### src/rtl/reg_file_p.sv
// Register file with hidden temporaries, optional write-to-read forwarding,
// optional hard-wired zero register and a one-register-per-cycle clear sweep.
module reg_file_p #(
    parameter  int WIDTH   = 8,
    parameter  int NREG    = 8,
    parameter  int NTMP    = 1,
    parameter  int BYPASS  = 1,
    parameter  int ZERO_R0 = 0,
    localparam int NTOT    = NREG + NTMP,
    localparam int AW      = (NTOT <= 2) ? 1 : $clog2(NTOT)
) (
    input  logic             CLK,
    input  logic             RST,
    input  logic [AW-1:0]    AA,
    input  logic [AW-1:0]    BA,
    input  logic [AW-1:0]    DA,
    input  logic             RW,
    input  logic [WIDTH-1:0] DDATA,
    input  logic             CLR,
    output logic [WIDTH-1:0] ADATA,
    output logic [WIDTH-1:0] BDATA,
    output logic             BUSY,
    output logic             DONE
);

    // One extra bit so NTOT is representable even when it is a power of two.
    localparam logic [AW:0]   NTOT_A = (AW + 1)'(NTOT);
    localparam logic [AW-1:0] LAST   = AW'(NTOT - 1);

    typedef enum logic {IDLE, SWEEP} state_e;

    state_e           state_q;
    logic [AW-1:0]    cnt_q;
    logic [AW-1:0]    cnt_d;
    logic             busy_q;
    logic             done_q;
    logic [WIDTH-1:0] regs_q [NTOT];
    logic             wrQual;
    logic             wrAddrOk;

    assign wrAddrOk = ({1'b0, DA} < NTOT_A) && !((ZERO_R0 != 0) && (DA == '0));
    assign wrQual   = RW && !busy_q && !RST && wrAddrOk;
    assign cnt_d    = cnt_q + AW'(1);

    assign BUSY = busy_q;
    assign DONE = done_q;

    always_comb begin
        ADATA = '0;
        if (({1'b0, AA} < NTOT_A) && !((ZERO_R0 != 0) && (AA == '0))) begin
            ADATA = regs_q[AA];
        end
        if ((BYPASS != 0) && wrQual && (AA == DA)) begin
            ADATA = DDATA;
        end
    end

    always_comb begin
        BDATA = '0;
        if (({1'b0, BA} < NTOT_A) && !((ZERO_R0 != 0) && (BA == '0))) begin
            BDATA = regs_q[BA];
        end
        if ((BYPASS != 0) && wrQual && (BA == DA)) begin
            BDATA = DDATA;
        end
    end

    // The sweep owns the write port while busy, so user writes are dropped.
    always_ff @(posedge CLK) begin
        if (RST) begin
            for (int i = 0; i < NTOT; i++) begin
                regs_q[i] <= '0;
            end
        end else if (busy_q) begin
            regs_q[cnt_q] <= '0;
        end else if (wrQual) begin
            regs_q[DA] <= DDATA;
        end
    end

    always_ff @(posedge CLK) begin
        if (RST) begin
            state_q <= IDLE;
            cnt_q   <= '0;
            busy_q  <= 1'b0;
            done_q  <= 1'b0;
        end else begin
            done_q <= 1'b0;
            case (state_q)
                IDLE: begin
                    if (CLR) begin
                        state_q <= SWEEP;
                        cnt_q   <= '0;
                        busy_q  <= 1'b1;
                    end
                end
                SWEEP: begin
                    if (cnt_q == LAST) begin
                        state_q <= IDLE;
                        cnt_q   <= '0;
                        busy_q  <= 1'b0;
                        done_q  <= 1'b1;
                    end else begin
                        cnt_q <= cnt_d;
                    end
                end
                default: begin
                    state_q <= IDLE;
                    busy_q  <= 1'b0;
                end
            endcase
        end
    end

endmodule

### config.mk
export PLATFORM = sky130hd
export DESIGN_NAME = reg_file_p
export DESIGN_NICKNAME = d
export VERILOG_FILES = /design/src/rtl/reg_file_p.sv
export SDC_FILE = /design/constraint.sdc
export NUM_CORES = 1
export LEC_CHECK = 0
export CORE_ASPECT_RATIO = 2
export CORE_MARGIN = 2
export CORE_UTILIZATION = 56
export CTS_CLUSTER_SIZE = 12
export DETAILED_ROUTE_END_ITERATION = 7
export PLACE_DENSITY = 0.78
export SLEW_MARGIN = 10
export SYNTH_ARGS = -nofsm -noshare
export SYNTH_HDL_FRONTEND = slang
export SYNTH_SLANG_ARGS = --single-unit
export TNS_END_PERCENT = 10
### constraint.sdc
create_clock -name CLK -period 2.8 [get_ports CLK]
set_clock_uncertainty 0.15 [all_clocks]
set_input_delay 0.7 -clock CLK [delete_from_list [all_inputs] [get_ports CLK]]
set_output_delay 0.7 -clock CLK [all_outputs]
set_load 0.02 [all_outputs]
# ---- Yosys cells after proc, flatten, opt, wreduce, memory -nomap -nowiden
# Memory sizes are Yosys's and may differ from the RTL's.
# Index checks and enable logic that the tools add are counted.
dict set report totals {
  elab_cells 55
  mem_bits_rw 72
  in_bits 24
  n_memories 1
  out_inout_bits 18
  register_bits 7
}
dict set report op_classes {
  bitwise_logic 1
  eq_ne 5
  n_reduce_logical 11
  n_addsub 1
  mux 29
  order_cmp 3
}
# memory words word_bits read_ports rd_ports_with_merged_regs write_ports line
set mem_list {}
lappend mem_list {regs_q 9 8 2 0 9 37} ;# logic [WIDTH-1:0] regs_q [NTOT];
# op count
set ops {}
lappend ops {{2-to-1 mux 8 bit} 6}
lappend ops {{2-to-1 mux 1 bit} 16}
lappend ops {{2-to-1 mux 4 bit} 4}
lappend ops {{OR reduction 8 bit} 2}
lappend ops {{less-than comparator 4 bit (second input constant)} 3}
lappend ops {{equality test 4 bit} 2}
lappend ops {{case mux 4 bit (2 select lines)} 1}
lappend ops {{logical AND 1 bit} 5}
lappend ops {{adder 4 x 1 -> 4 bit (second input constant)} 1}
lappend ops {{equality test 4 bit (second input constant)} 1}
lappend ops {{case mux 1 bit (2 select lines)} 2}
lappend ops {{zero test 1 bit} 2}
lappend ops {{inequality test 2 x 1 -> 1 bit (second input constant)} 1}
lappend ops {{inequality test 2 bit (second input constant)} 1}
lappend ops {{AND reduction 2 bit} 1}
lappend ops {{OR reduction 2 bit} 1}
lappend ops {{NOT 1 bit} 1}

# ---- Depth between registers and ports, before layout
dict set report depth {
  ltp_word 10
  mapped_depth 6
  ltp_nobuf 6
}

# ---- Least setup slack after synthesis
# No wires, ideal clock.
dict set report synth_path {
  path_kind {input -> output}
  startpoint {input port BA[0]}
  endpoint {output port BDATA[0]}
  arrival_ns 2.183
  setup_slack_ns -0.233
  stages 6
  path_buffers 2
  path_cell_list {buf_4 -> buf_2 -> xnor2_1 -> nand4_1 -> nor2_2 -> mux2i_1}
}
dict set report synth_between {
  elab_chain_len 3
}
# item line
set synth_lines {}
lappend synth_lines {{start: declaration} 15} ;# input logic [AW-1:0] BA,
lappend synth_lines {{memory read (9 x 8 bit) (tied with other cells)} -}
lappend synth_lines {{2-to-1 mux 8 bit or logical AND 1 bit (tied branches)} {60, 63}}
lappend synth_lines {{2-to-1 mux 8 bit *} 63} ;# if ((BYPASS != 0) && wrQual && (BA == DA)) begin
lappend synth_lines {{end: declaration} 21} ;# output logic [WIDTH-1:0] BDATA,
# Mark *: on every way between the ends. The rest lies on a longest branch, timed or not.

# ---- Final worst setup path
dict set report layout_path {
  startpoint {input port BA[0]}
  endpoint {output port BDATA[5]}
}
# The elaborated chain is that of the path after synthesis.

==> results by group <==
Run status
  – Failing checks: negative setup slack
  – Status: complete, but fails checks

Detailed routing
  – TritonRoute pass-1 iters: 5
  – ANT nets after route: 0
  – DR iter-0 viols: 377
  – Vias per inst: 6.48
  – WL/cell: between 20 and 25 um
  – Via count: 4129
  – Drt total wl: approximately 15000 um
  – DR DRC count: 0

Setup path
  – Worst-path fanout max: 7
  – Most frequent cell on the critical path: buf_12
  – Crit path kind: input pin to output port
  – Critical path capture point type: output port
  – Cell Chain, Critical Path: buf_12 > buf_12 > xnor2_2 > nand4_1 > nor2_4 > buf_12 > mux2i_4 > buf_6
  – Crit path required time: about 2 ns
  – Slowest stage delay, CP: around 0.24 ns
  – CP Launch Type: input pin
  – Slowest CP cell: mux2i_4
  – Data arrival time of the worst path: 2.09 ns

Clocking
  – CTS H-tree lvls: 3
  – Cts bufs inserted: 9
  – Root Buffer: clkbuf_16
  – CTS tree: done
  – CTS Buffer Depth: 2
  – Worst-Skew Late Latency: 0.34 ns
  – Hold_buf cts: 0
  – CTS sink cnt: 79
  – Worst-path clk slew: 0.06 ns

Placed design
  – Post-DP HPWL: about 11000 um
  – Cell area after placement: between 0.005 and 0.006 mm^2
  – GP Congestion: 0.920
  – Port bufs: 41

Floorplanning
  – Die W: 69.1 um
  – Die height: around 130 um
  – Die Area: between 0.009 and 0.01 mm^2
  – Cell Rows: 47
  – Initial core utilization: 0.577
  – Total core area: 0.00823 mm^2
  – Top Ports: between 40 and 50

Global routing
  – GRT overflow: 0
  – First-pass GRT wire length: 22800 um
  – Initial antenna violation count: 0
  – Largest net degree at the start of global routing: 21
  – Total GRT Usage: 0.327
  – Vias in the first global route: 4259

Synthesis
  – Syn_nets: roughly 450
  – Mean Syn Cell Area: roughly 11 um^2
  – Synth top area cells: edfxtp_1, mux2i_1, nor2_1
  – EDFF count, synth: between 70 and 80
  – Yosys warning total: 0
  – Share of Yosys cell area claimed by the top area cell type: 0.455
  – Yosys top cell by area: edfxtp_1
  – Top_reg_cell synth: edfxtp_1
  – Post-synthesis sequential area ratio: 0.484
  – Yosys cell types: 56
  – Share of flip-flops with an asynchronous set or reset: 0
  – Mapped Area: 0.00475 mm^2
  – Yosys reg bits: 79
  – Post-synth top cells: edfxtp_1, nor2_1, mux2i_1
  – Syn Inst Count: 427

Timing
  – Worst setup slack after layout: -0.137 ns
  – Clock period minus worst slack: 2.94 ns
  – Max Slew Vio Count: 0
  – Hold slack: 0.435 ns
  – Worst slew margin: 0.675
  – RSZ-0062 raised after global routing: yes
  – Slew @ Worst Pin: 0.486 ns
  – Tcrit/Tclk final: 1.05
  – Max Freq: 340 MHz
  – Hold Vio Cnt, Final: 0
  – Count of final setup violators: 16

Final layout
  – Diode count: 0
  – Number of fill cells in the layout: between 500 and 600
  – Layout cells sized above 1: 0.338
  – Area grow syn2layout: 34.5%
  – Final instance area: around 0.0064 mm^2
  – Final net count: 560
  – Fin util: 0.776

Pwr
  – Leak Pwr: 0.00256 uW
  – Max rail drop VDD: between 0.4 and 0.5 mV
  – Power density cells: 500 mW/mm^2

Job
  – Max_cap viols: 0

Hold path
  – Hold Path Class: register to register
per-layer routing:
layer | up-vias | routed length (um) | share of wire | track usage
met3 | 82 | 950 | 0.062 | 0.0556
li1 | 1813 | - | - | -
met1 | 1994 | 5010 | 0.33 | 0.334
met2 | 240 | 8330 | 0.55 | 0.597
met4 | 0 | 940 | 0.062 | 0.217
met5 | - | 0 | 0 | 0
layout make-up:
type	instances	area [um^2]	share of cell area
timing repair buffer	126	1190	0.186
multi-input combinational	306	2430	0.380
sequential	79	2300	0.360
clock buffer	11	253	0.0395
tap	98	123	0.0192
clock inverter	5	56.3	0.00881
inverter	12	45.0	0.00705
state kept, by name (all words and copies together) (netlist names):
register,flops
regs_q,72
state_q,1
cnt_q,4
BUSY,1
DONE,1
path summary, 6_finish.rpt:
path | start | endpoint | slack (ns) | cells past startpoint
setup / recovery | BA[0] | BDATA[5] | -0.14 | 8
hold / removal | cnt_q[0] | cnt_q[0] | 0.43 | 2
setup reg to reg | BUSY | regs_q[2][0] | 0.37 | 7
hold reg to reg | cnt_q[0] | cnt_q[0] | 0.43 | 2
worst max-delay path: cells and delay by family:
| family | cells | cell delay, ns |
|---|---|---|
| buffers and inverters | 4 | 0.59 |
| muxes | 1 | 0.24 |
| and+or+nand+nor | 2 | 0.43 |
| xor gates and xnor gates | 1 | 0.13 |
metrics by stage:
stage / cells / total power (uW) / setup TNS [ns] / setup WS [ns]
after global placement: 610 / 1930 / -62.99 / -1.05
after floorplan: 427 / 1690 / -1.03 / -0.113
after CTS: 636 / 3170 / -0.959 / -0.107
final: 637 / 3190 / -1.42 / -0.137
after detailed placement: 610 / 1950 / -68.30 / -1.11
after global routing: 637 / 3280 / -2.12 / -0.187
cells by family (layout without fill, tap and decap cells):
logic type / after synthesis / count (layout) / synth area share
muxes: 71 / 71 / 0.171
buffers and inverters: 42 / 154 / 0.0495
DFF: 79 / 79 / 0.484
xor gates and xnor gates: 8 / 8 / 0.0147
AOI/OAI and AO/OA: 77 / 77 / 0.127
and+or+nand+nor: 148 / 148 / 0.147
adders and majority gates: 2 / 2 / 0.00527
repair_timing:
action                                  4_1_cts  5_1_grt
pin swaps                                    17        4
endpoints found under the setup margin       88       16
resized for setup                           191       16
gates cloned                                  3        0
buffers inserted                              7        1
power by group:
group	leakage, uW	switching, uW	internal (uW)
clock	0.000152	464	737
sequential	0.000805	40.9	1340
combinational	0.00160	320	293
total	0.00256	826	2370
placed cells by master (no fill, tap or decap), types with 3 or more instances in the layout:
cell type        count
o21ai_1              5
nor2b_1              3
a21oi_1              6
buf_12               6
dfxtp_1              7
nand2_1             34
a22oi_1              7
o21bai_1             7
and3_1               3
o21ai_0              4
mux4_2               8
buf_4               79
a22o_1               7
clkbuf_16            9
a221o_1              7
mux2i_1             52
buf_2                5
inv_1               12
mux2i_4              7
xnor2_2              3
buf_16               3
clkdlybuf4s50_1     11
nor2_1              69
edfxtp_1            72
nor3_1              14
buf_6               20
o22ai_1              7
o2bb2ai_1            7
Note: power is estimated with default switching activity, not from simulation.
